--- config.mk ---
export PLATFORM = sky130hd
export DESIGN_NAME = puf_eval_ctrl
export DESIGN_NICKNAME = d
export VERILOG_FILES = /design/src/rtl/puf_eval_ctrl.sv
export SDC_FILE = /design/constraint.sdc
export NUM_CORES = 1
export LEC_CHECK = 0
export CORE_AREA = 10 10 70 95
export DETAILED_ROUTE_END_ITERATION = 7
export DIE_AREA = 0 0 80 105
export PLACE_DENSITY_LB_ADDON = 0.3
export SYNTH_ARGS = -nofsm -noshare
export SYNTH_HDL_FRONTEND = slang
export SYNTH_SLANG_ARGS = --single-unit
--- constraint.sdc ---
create_clock -name CLK -period 3.7 [get_ports CLK]
set_clock_uncertainty 0.05 [all_clocks]
set_input_delay 0.925 -clock CLK [delete_from_list [all_inputs] [get_ports CLK]]
set_output_delay 0.925 -clock CLK [all_outputs]
set_load 0.005 [all_outputs]
--- src/rtl/puf_eval_ctrl.sv ---
`timescale 1ns/1ps
`default_nettype none
// ============================================================================
//  Module   : puf_eval_ctrl
//  Purpose  : Arbiter-PUF evaluation controller. Launches races through the
//             selector chain, majority-votes repeated evaluations per bit,
//             steps the challenge with an LFSR and returns a response word
//             over a valid/ready handshake.
//  Revision : 1.0 - initial release
// ============================================================================
module puf_eval_ctrl #(
    parameter int CHAL_W = 4,
    parameter int RESP_W = 8,
    parameter int VOTES  = 5,
    parameter int SETTLE = 4
) (
    input  logic              CLK,
    input  logic              RST_N,
    input  logic              start,
    input  logic [CHAL_W-1:0] challenge_seed,
    output logic [CHAL_W-1:0] challenge,
    output logic              trigger,
    input  logic              line_a,
    input  logic              line_b,
    output logic [RESP_W-1:0] resp_data,
    output logic              resp_valid,
    input  logic              resp_ready,
    output logic              resp_err,
    output logic              busy
);

    localparam int BIT_W = (RESP_W > 1) ? $clog2(RESP_W) : 1;
    localparam int VOTE_W = $clog2(VOTES + 1);
    localparam int TIMER_W = $clog2(SETTLE + 1);

    localparam logic [BIT_W-1:0]   c_BIT_LAST   = BIT_W'(RESP_W - 1);
    localparam logic [VOTE_W-1:0]  c_VOTES      = VOTE_W'(VOTES);
    localparam logic [VOTE_W-1:0]  c_VOTES_HALF = VOTE_W'(VOTES / 2);
    localparam logic [TIMER_W-1:0] c_TIMER_LAST = TIMER_W'(SETTLE - 1);
    localparam logic [CHAL_W-1:0]  c_CHAL_ONE   = CHAL_W'(1);

    typedef enum logic [2:0] {
        S_IDLE  = 3'd0,
        S_FIRE  = 3'd1,
        S_WAIT  = 3'd2,
        S_RELAX = 3'd3,
        S_VOTE  = 3'd4,
        S_EMIT  = 3'd5
    } state_t;

    state_t              r_state,      w_state_nxt;
    logic [CHAL_W-1:0]   r_challenge,  w_challenge_nxt;
    logic                r_trigger,    w_trigger_nxt;
    logic [RESP_W-1:0]   r_resp_data,  w_resp_data_nxt;
    logic                r_resp_valid, w_resp_valid_nxt;
    logic                r_resp_err,   w_resp_err_nxt;
    logic                r_busy,       w_busy_nxt;
    logic [BIT_W-1:0]    r_bit_idx,    w_bit_idx_nxt;
    logic [VOTE_W-1:0]   r_vote_cnt,   w_vote_cnt_nxt;
    logic [VOTE_W-1:0]   r_ones_cnt,   w_ones_cnt_nxt;
    logic [TIMER_W-1:0]  r_timer,      w_timer_nxt;

    logic                w_race_done;
    logic                w_race_bit;
    logic                w_voted;

    // State and datapath registers; reset aborts any word in flight
    always_ff @(posedge CLK or negedge RST_N) begin
        if (!RST_N) begin
            r_state      <= S_IDLE;
            r_challenge  <= '0;
            r_trigger    <= 1'b0;
            r_resp_data  <= '0;
            r_resp_valid <= 1'b0;
            r_resp_err   <= 1'b0;
            r_busy       <= 1'b0;
            r_bit_idx    <= '0;
            r_vote_cnt   <= '0;
            r_ones_cnt   <= '0;
            r_timer      <= '0;
        end else begin
            r_state      <= w_state_nxt;
            r_challenge  <= w_challenge_nxt;
            r_trigger    <= w_trigger_nxt;
            r_resp_data  <= w_resp_data_nxt;
            r_resp_valid <= w_resp_valid_nxt;
            r_resp_err   <= w_resp_err_nxt;
            r_busy       <= w_busy_nxt;
            r_bit_idx    <= w_bit_idx_nxt;
            r_vote_cnt   <= w_vote_cnt_nxt;
            r_ones_cnt   <= w_ones_cnt_nxt;
            r_timer      <= w_timer_nxt;
        end
    end

    // Next-state and next-value logic for the race / vote / emit sequence
    always_comb begin
        w_state_nxt      = r_state;
        w_challenge_nxt  = r_challenge;
        w_trigger_nxt    = r_trigger;
        w_resp_data_nxt  = r_resp_data;
        w_resp_valid_nxt = r_resp_valid;
        w_resp_err_nxt   = r_resp_err;
        w_bit_idx_nxt    = r_bit_idx;
        w_vote_cnt_nxt   = r_vote_cnt;
        w_ones_cnt_nxt   = r_ones_cnt;
        w_timer_nxt      = r_timer;
        w_race_done      = 1'b0;
        w_race_bit       = 1'b0;
        w_voted          = (r_ones_cnt > c_VOTES_HALF);

        case (r_state)
            S_IDLE: begin
                if (start) begin
                    // an all-zero challenge would lock the LFSR, so substitute 1
                    w_challenge_nxt = (challenge_seed == '0) ? c_CHAL_ONE : challenge_seed;
                    w_bit_idx_nxt   = '0;
                    w_vote_cnt_nxt  = '0;
                    w_ones_cnt_nxt  = '0;
                    w_resp_err_nxt  = 1'b0;
                    w_resp_data_nxt = '0;
                    w_state_nxt     = S_FIRE;
                end
            end
            S_FIRE: begin
                w_trigger_nxt = 1'b1;
                w_timer_nxt   = '0;
                w_state_nxt   = S_WAIT;
            end
            S_WAIT: begin
                if (line_a && !line_b) begin
                    w_race_done = 1'b1;
                    w_race_bit  = 1'b1;
                end else if (line_b && !line_a) begin
                    w_race_done = 1'b1;
                end else if (line_a && line_b) begin
                    // tie: arbiter cannot resolve, record as 0 and flag it
                    w_race_done    = 1'b1;
                    w_resp_err_nxt = 1'b1;
                end else if (r_timer == c_TIMER_LAST) begin
                    w_race_done    = 1'b1;
                    w_resp_err_nxt = 1'b1;
                end else begin
                    w_timer_nxt = r_timer + 1'b1;
                end
                if (w_race_done) begin
                    w_ones_cnt_nxt = r_ones_cnt + VOTE_W'(w_race_bit);
                    w_vote_cnt_nxt = r_vote_cnt + 1'b1;
                    w_trigger_nxt  = 1'b0;
                    w_state_nxt    = S_RELAX;
                end
            end
            S_RELAX: begin
                w_trigger_nxt = 1'b0;
                // both delay lines must drain before the next launch
                if (!line_a && !line_b) begin
                    w_state_nxt = (r_vote_cnt < c_VOTES) ? S_FIRE : S_VOTE;
                end
            end
            S_VOTE: begin
                w_resp_data_nxt = (r_resp_data << 1) | RESP_W'(w_voted);
                w_vote_cnt_nxt  = '0;
                w_ones_cnt_nxt  = '0;
                w_challenge_nxt = {r_challenge[CHAL_W-2:0],
                                   r_challenge[CHAL_W-1] ^ r_challenge[CHAL_W-2]};
                if (r_bit_idx == c_BIT_LAST) begin
                    w_resp_valid_nxt = 1'b1;
                    w_state_nxt      = S_EMIT;
                end else begin
                    w_bit_idx_nxt = r_bit_idx + 1'b1;
                    w_state_nxt   = S_FIRE;
                end
            end
            S_EMIT: begin
                if (resp_ready) begin
                    w_resp_valid_nxt = 1'b0;
                    w_state_nxt      = S_IDLE;
                end
            end
            default: begin
                w_state_nxt = S_IDLE;
            end
        endcase

        w_busy_nxt = (w_state_nxt != S_IDLE);
    end

    assign challenge  = r_challenge;
    assign trigger    = r_trigger;
    assign resp_data  = r_resp_data;
    assign resp_valid = r_resp_valid;
    assign resp_err   = r_resp_err;
    assign busy       = r_busy;

endmodule
`default_nettype wire

-- Word level (Yosys, flattened, before mapping)
Index checks and enable logic that the tools add are counted.
- bitwise gates (word level): 2
- muxes and demuxes: 42
- eq/ne operators: 17
- $lt $le $gt $ge: 2
- reductions and logical operators: 22
- add/subtract/negate cells: 4
- operators with widths (operator ; number):
    $mux W3 ; 14
    $ne A2 B2 Y1 const B ; 9
    $pmux W3 S3 ; 2
    $pmux W3 S6 ; 1
    $pmux W8 S2 ; 1
    $mux W1 ; 15
    $pmux W3 S2 ; 2
    $reduce_and A5 Y1 ; 2
    $add A3 B1 Y3 const B ; 3
    $eq A3 B2 Y1 const B ; 3
    $eq A3 B3 Y1 const B ; 3
    $reduce_and A3 Y1 ; 3
    $reduce_bool A3 Y1 ; 3
    $mux W4 ; 2
    $mux W8 ; 1
    $or A8 B1 Y8 ; 1
    $pmux W4 S2 ; 1
    $reduce_bool A2 Y1 ; 4
    $logic_and A1 B1 Y1 ; 4
    $logic_not A4 Y1 ; 1
    $pmux W1 S2 ; 2
    $reduce_and A2 Y1 ; 2
    $add A3 B1 Y3 ; 1
    $eq A3 B1 Y1 const B ; 1
    other kinds (7) ; 8
- logic and storage cells: 100
- register bits: 31
- bits of input ports: 10

-- Longest topological paths before layout
Gate-level depths: netlist (run 1).
- depth in word-level cells: 9
- mapped depth: 6
- mapped depth without buffers: 6

-- Worst setup path after synthesis (run 1)
OpenSTA, ideal clock, no wires.
- path kind: input -> register
- start: in line_a
- end: reg r_ones_cnt[2]
- setup time: 0.070 ns
- stages on the path: 6
- data arrival time: 1.911 ns
- required time: 3.580 ns
- setup slack: 1.670 ns
- cell sequence: nor2b_1 > ha_1 > ha_1 > inv_1 > or4_1 > nand3_1
- longest elaborated chain between the ends: 7
- elaborated cells between the ends (all ways): 15
- those cells by class: add/sub (1); eq/ne (1); mux (8); reduce/logical (5)
- RTL lines (element ; RTL line ; text):
    start: declaration ; 23 ; input logic line_a,
    branches (longest 7 deep; another with $add A3 B1 Y3) ; n/a ;
    end signal: assignment ; 91 ; r_ones_cnt <= w_ones_cnt_nxt;
    end: declaration ; 60 ; logic [VOTE_W-1:0] r_ones_cnt, w_ones_cnt_nxt;
Several ways; the timed one is not identified. The select of a mux whose other input is x is not followed.
A chain may end at the register's enable or synchronous reset.

-- Worst setup path after layout (run 1)
Same ends and word-level chain as after synthesis.

==> impl_metrics.py, run 1 <==
metrics = {
    "run_status": {
        "status": "complete, no violations",
    },
    "power": {
        "p_int_uw": 913,
        "power.combinational.fraction_pct": 31.6,
        "power.net_switching_uw": 482,
        "worst_ir_drop_vdd_mv": 0.277,
        "power.leakage_uw": 0.000867,
        "power_density_nw_per_um2": 677,
        "power.clock.fraction_pct": 24.8,
        "switching_share_pct": 34.6,
        "power.share.sequential_pct": 43.7,
    },
    "sta": {
        "top_achievable_clock_speed_mhz": 408,
        "period_minus_slack_ns": 2.45,
        "rsz0062_at_grt": "no",
        "timing.final.hold_violations": 0,
        "final-max-slew-violation-count": 0,
        "period_share_pct": 66.2,
        "accumulated_negative_setup_slack_ns": 0,
        "max-slew-margin-rel_pct": 40.2,
        "worst_slew_pin_slew_ns": 0.897,
        "fin_ws_ns": 1.25,
        "setup-violations-final": 0,
    },
    "yosys": {
        "netlist.top_cell.by_area": "sky130_fd_sc_hd__dfrtp_1",
        "postSynth.asyncResetShare_pct": 100,
        "ys.flop_type": "sky130_fd_sc_hd__dfrtp_1",
        "synth.yosys.seq_area_share_pct": 46.8,
        "synth_cell_types": 40,
        "synth-edff-count": 0,
        "ys_top_cells_by_area": "sky130_fd_sc_hd__dfrtp_1 (47%), sky130_fd_sc_hd__a22o_1 (5.3%), sky130_fd_sc_hd__ha_1 (5.3%)",
        "synthTopCellsByCount": "sky130_fd_sc_hd__dfrtp_1 (31), sky130_fd_sc_hd__o21ai_0 (13), sky130_fd_sc_hd__nand2_1 (12)",
        "mapped_cell_area_um2": 1660,
        "postSynthAreaPerCell_um2": 10.4,
        "ys_seq_elements": 31,
        "yosys_warnings": 0,
        "synth.top_cell.area_share_pct": 46.8,
        "post_synth_inst_count": 160,
        "yosys.cell_count.top_type": "sky130_fd_sc_hd__dfrtp_1",
        "postSynthNetCount": 177,
    },
    "clock_tree": {
        "clock-root-buffer": "sky130_fd_sc_hd__clkbuf_8",
        "holdBufCountCts": 0,
        "htree_levels": 2,
        "cts.reportedPaths.clkPinSlew_ns": 0.07,
        "cts.path.max_buffers": 2,
        "post_cts.repair.setup_buffers": 0,
        "clock_sink_count": 31,
        "clock_tree_from_tritoncts": "built",
        "worst_skew_pair.late_latency_ns": 0.28,
        "cts_resized": 0,
        "cts_buffers": 5,
    },
    "placed_design": {
        "numPortBuffers": 25,
        "routabilityCongestion": 0.797,
        "hpwlAfterDp_mm": 2.45,
        "place_worst_setup_slack_ns": 0.942,
    },
    "setup_path": {
        "worst_ep_arrival_time_ns": 2.61,
        "crit_path_end_kind": "flop",
        "worst_path_dominant_cell_family": "simple AND/OR/NAND/NOR gates",
        "r2r_end": "resp_data[0]",
        "cp-endpoint": "r_ones_cnt[2]",
        "worst-r2r-cell-count": 3,
        "path_common_cell": "sky130_fd_sc_hd__ha_1",
        "critical_path_class": "in2reg",
        "rr_startpoint": "r_state[2]",
        "critPathMaxStageDelay_ns": 0.58,
        "worstSetupPathDepth": 7,
        "cp.required_ns": 3.86,
        "source_of_the_critical_timing_path": "line_a",
        "timing.critical_path.slowest_stage_cell": "sky130_fd_sc_hd__clkdlybuf4s50_1",
        "number_of_buffer_and_inverter_stages_on_the_critical_path": 2,
        "worstPathMaxFanout": 8,
        "worst_setup_path_start_kind": "input port",
        "rrSetupSlack_ns": 1.45,
        "path_cells": "clkdlybuf4s50_1, nor2b_1, ha_1, ha_1, inv_1, or4_1, nand3_1",
    },
    "finish": {
        "num_antenna_cells": 0,
        "finalNetCount": 201,
        "area_delta_synth_final_pct": 24.3,
        "post_route_cells_drive_above_1_share_pct": 8.65,
        "layout.core_utilization_pct": 42.2,
    },
    "floorplan": {
        "design.portCount": 26,
        "floorplan.die_area_um2": 8400,
        "die_height_um": 105,
        "initial_utilization_pct": 33.9,
        "rows": 30,
        "placeableCoreArea_um2": 4880,
        "horizontal_die_dimension_um": 80,
    },
    "route": {
        "drt-vias-per-instance": 5.27,
        "drt_first_iter_violations": 77,
        "vias": 1313,
        "drc": 0,
        "avgRoutedWirePerCell_um": 14.5,
        "detail_route.wirelength_mm": 3.62,
        "drtPass1Iterations": 4,
        "ant_nets": 0,
    },
    "global_routing": {
        "grt_start_max_net_pins": 32,
        "first_global_vias": 1277,
        "grt_antenna_before_repair": 0,
        "grt.total_usage_pct": 9.00,
        "grt_overflow": 0,
        "grt_pass1_wl_mm": 6.27,
    },
    "hold_path": {
        "hold_path_class": "reg2reg",
    },
    "flow_run": {
        "max-cap-violations": 0,
    },
}
layout make-up:
class | instances | area, um^2
Tap cell | 64 | 80.1
Clock inverter | 2 | 35.0
Timing Repair Buffer | 27 | 265
Sequential cell | 31 | 776
Multi-Input combinational cell | 110 | 787
Fill cell | 490 | 2820
Inverter | 9 | 33.8
Clock buffer | 6 | 82.6
power groups by stage:
stage,logic (uW),registers [uW],clock network (uW)
floorplan,368,525,0
global placement,437,613,0
detailed placement,447,615,0
CTS,446,609,353
global route,508,631,370
finish,440,609,345
placed cells by master (no fill, tap or decap), types with 2 or more instances in the layout:
master,instances
sky130_fd_sc_hd__o311ai_0,3
sky130_fd_sc_hd__o21ai_0,13
sky130_fd_sc_hd__nor2b_1,3
sky130_fd_sc_hd__a21oi_1,3
sky130_fd_sc_hd__buf_4,2
sky130_fd_sc_hd__nand3_1,7
sky130_fd_sc_hd__o21ai_1,3
sky130_fd_sc_hd__nor3_1,6
sky130_fd_sc_hd__inv_1,9
sky130_fd_sc_hd__o41ai_1,2
sky130_fd_sc_hd__nand2b_1,2
sky130_fd_sc_hd__clkbuf_8,6
sky130_fd_sc_hd__mux2i_1,4
sky130_fd_sc_hd__or3b_1,2
sky130_fd_sc_hd__or4_1,2
sky130_fd_sc_hd__dfrtp_1,31
sky130_fd_sc_hd__a22o_1,10
sky130_fd_sc_hd__nand2_1,12
sky130_fd_sc_hd__o211ai_1,3
sky130_fd_sc_hd__clkdlybuf4s50_1,25
sky130_fd_sc_hd__ha_1,7
sky130_fd_sc_hd__a32o_1,4
sky130_fd_sc_hd__nor2_1,4
sky130_fd_sc_hd__a31oi_1,3
sky130_fd_sc_hd__nor4b_2,2
sky130_fd_sc_hd__nor3b_1,2
metal layers:
| layer | GRT usage [%] | wire length, um | vias up |
|---|---|---|---|
| li1 | - | - | 640 |
| met1 | 11.9 | 1700 | 627 |
| met2 | 12.7 | 1550 | 40 |
| met3 | 3.69 | 301 | 6 |
| met4 | 3.41 | 61 | 0 |
| met5 | 0 | 0 | - |
stage by stage:
stage	cells	hold WS, ns	cell area (um^2)	power (uW)
3_3_place_gp	241	0.433	1940	1050
2_1_floorplan	160	0.405	1660	893
3_5_place_dp	241	0.434	1940	1060
4_1_cts	249	0.442	2060	1410
6_report	249	0.435	2060	1390
5_1_grt	249	0.474	2060	1510
worst min path at each step:
stage / startpoint / endpoint / slack, ns / cells after the start
after floorplan: r_bit_idx[0] / r_bit_idx[0] / 0.40 / 1
after global placement: r_bit_idx[0] / r_bit_idx[0] / 0.43 / 1
after detailed placement: r_bit_idx[0] / r_bit_idx[0] / 0.43 / 1
after CTS: r_bit_idx[0] / r_bit_idx[0] / 0.44 / 1
after global routing: resp_data[7] / resp_data[7] / 0.47 / 1
final: r_bit_idx[0] / r_bit_idx[0] / 0.44 / 1
state kept, by name, summed over array words and instances, names as in the netlist:
register and flops:
resp_data 8, challenge 4, r_bit_idx 3, r_ones_cnt 3, r_state 3, r_timer 3, r_vote_cnt 3, busy 1
resp_err 1, resp_valid 1, trigger 1
worst register-to-register path, delay by kind of cell, from the launching register on:
family	cells	cell delay, ns
AOI/OAI and AO/OA	1	0.29
DFF	1	0.78
and+or+nand+nor	2	1.02
kinds of logic (layout without fill, tap and decap cells):
kind of cell             after synthesis  after routing  share of synthesized area [%]
adder cells (fa/ha/maj)                7              7                           5.29
AND/OR/NAND/NOR                       48             48                           17.8
XOR/XNOR                               1              1                          0.529
flip-flops                            31             31                           46.8
AO/OA/AOI/OAI                         50             50                           21.5
buffers and inverters                 19             44                           5.66
multiplexers                           4              4                           2.42
(Power assumes the default switching activity.)
==> run 2, diff against run 1 <==
==> constraint.sdc (replaced) <==
create_clock -name CLK -period 2.5 [get_ports CLK]
set_clock_uncertainty 0.05 [all_clocks]
set_input_delay 0.625 -clock CLK [delete_from_list [all_inputs] [get_ports CLK]]
set_output_delay 0.625 -clock CLK [all_outputs]
set_load 0.005 [all_outputs]
==> impl_metrics.py, run 2 (same netlist as run 1, synthesis figures left out) <==
metrics = {
    "run_status": {
        "status": "complete, no violations",
    },
    "finish": {
        "finalNetCount": 205,
        "post-route-cell-area_um2": 2090,
        "nFillCells": 471,
        "multi_input_area_um2": 787,
        "layout.cells.non_filler": 253,
        "mostFrequentLayoutCells": "sky130_fd_sc_hd__dfrtp_1 (31), sky130_fd_sc_hd__clkdlybuf4s50_1 (25), sky130_fd_sc_hd__o21ai_0 (13), sky130_fd_sc_hd__nand2_1 (12), sky130_fd_sc_hd__a22o_1 (10)",
        "layout.area.seq_um2": 776,
        "layout.cells.most_common": "sky130_fd_sc_hd__dfrtp_1",
        "post_route_cells_drive_above_1_share_pct": 10.6,
        "largest_register_ff_count": 8,
        "area_delta_synth_final_pct": 26.1,
        "num_antenna_cells": 0,
    },
    "sta": {
        "period_share_pct": 84.2,
        "worst_slew_pin_slew_ns": 0.725,
        "final-max-slew-violation-count": 0,
        "period_minus_slack_ns": 2.11,
        "top_achievable_clock_speed_mhz": 475,
        "max-slew-margin-rel_pct": 51.7,
        "setup-violations-final": 0,
        "accumulated_negative_setup_slack_ns": 0,
        "timing.final.hold_violations": 0,
        "rsz0062_at_grt": "no",
    },
    "global_routing": {
        "grt_antenna_before_repair": 0,
        "grt_pass1_wl_mm": 6.19,
        "grt_overflow": 0,
        "first_global_vias": 1268,
        "grt.total_usage_pct": 9.01,
        "grt_start_max_net_pins": 32,
    },
    "power": {
        "totalPowerFinal_uw": 2090,
        "power_density_nw_per_um2": 1000,
        "worst_ir_drop_vdd_mv": 0.496,
        "power.leakage_uw": 0.000887,
    },
    "clock_tree": {
        "holdBufCountCts": 0,
        "cts_buffers": 5,
        "cts_resized": 0,
        "htree_levels": 2,
        "cts.reportedPaths.clkPinSlew_ns": 0.07,
        "clock-root-buffer": "sky130_fd_sc_hd__clkbuf_8",
        "worst_skew_pair.late_latency_ns": 0.28,
        "clock_tree_from_tritoncts": "built",
        "clock_sink_count": 31,
        "cts.path.max_buffers": 2,
        "post_cts.repair.setup_buffers": 0,
    },
    "setup_path": {
        "cp.required_ns": 2.67,
        "critPathMaxStageDelay_ns": 0.52,
        "worstPathMaxFanout": 8,
        "worst_path_dominant_cell_family": "simple AND/OR/NAND/NOR gates",
        "path_common_cell": "sky130_fd_sc_hd__ha_1",
        "crit_path_end_kind": "flop",
        "rr_startpoint": "r_timer[0]",
        "critical_path_class": "in2reg",
        "timing.critical_path.slowest_stage_cell": "sky130_fd_sc_hd__clkdlybuf4s50_1",
        "number_of_buffer_and_inverter_stages_on_the_critical_path": 2,
        "path_cells": "clkdlybuf4s50_1, nor2b_1, ha_1, ha_1, inv_1, or4_1, nand3_1",
        "source_of_the_critical_timing_path": "line_b",
        "worst_setup_path_start_kind": "input port",
        "worst_ep_arrival_time_ns": 2.27,
    },
    "placed_design": {
        "dp.cells": 245,
        "numPortBuffers": 25,
        "hpwlAfterDp_mm": 2.50,
        "routabilityCongestion": 0.767,
        "postPlaceCellArea_um2": 1970,
    },
    "route": {
        "drt_first_iter_violations": 68,
        "avgRoutedWirePerCell_um": 14.3,
        "vias": 1316,
        "drtPass1Iterations": 4,
        "drc": 0,
        "ant_nets": 0,
        "drt-vias-per-instance": 5.20,
        "detail_route.wirelength_mm": 3.62,
    },
    "floorplan": {
        "initial_utilization_pct": 33.9,
        "die_height_um": 105,
        "placeableCoreArea_um2": 4880,
        "rows": 30,
        "horizontal_die_dimension_um": 80,
        "floorplan.die_area_um2": 8400,
        "design.portCount": 26,
    },
    "flow_run": {
        "max-cap-violations": 0,
    },
    "hold_path": {
        "hold_path_class": "reg2reg",
        "min-delay-start": "r_bit_idx[0]",
    },
}
-- run 2: cell types whose count changed in the layout (fill, tap and decap cells not counted), sizes merged --
cell	before	now
buf	2	6
-- run 2: final timing paths --
| path | endpoint | slack (ns) | cells past startpoint |
|---|---|---|---|
| max in group asynchronous | resp_data[6] | 1.43 | 2 |
| min in group asynchronous | challenge[2] | 0.69 | 2 |
| min reg2reg | r_bit_idx[0] | 0.45 | 1 |
| max reg2reg | r_timer[2] | 0.67 | 5 |
| min | r_bit_idx[0] | 0.45 | 1 |
| max | r_ones_cnt[2] | 0.39 | 7 |
-- run 2: through the flow --
stage	hold slack (ns)	setup WS, ns	util (%)
2_1_floorplan	0.279	0.762	-
3_3_place_gp	0.427	0.164	40.4
3_5_place_dp	0.441	0.109	40.4
4_1_cts	0.450	0.403	42.8
5_1_grt	0.473	0.310	42.8
6_report	0.445	0.395	42.8
-- run 2: metal layers --
metal,routed length (um),GRT usage (%),vias to the layer above
li1,-,-,657
met1,1720,11.9,616
met2,1580,12.9,39
met3,283,3.60,4
met4,38,3.03,0
met5,0,0,-
-- run 2: worst reg2reg max path: cells and delay by family, from the launching register on --
kind                     cells  cell delay [ns]
adder cells (fa/ha/maj)      2             0.43
AO/OA/AOI/OAI                2             0.44
AND/OR/NAND/NOR              1             0.44
flip-flops                   1             0.41
-- run 2: layout make-up --
class,count,area share [%]
Multi-Input combinational cell,110,37.7
Sequential cell,31,37.1
Timing Repair Buffer,31,14.1
Clock buffer,6,3.95
Tap cell,64,3.83
Clock inverter,2,1.68
Inverter,9,1.62
-- run 2: power by group --
part | switching (uW) | internal, uW
registers | 209 | 661
logic | 322 | 391
clock network | 186 | 322
total | 717 | 1370
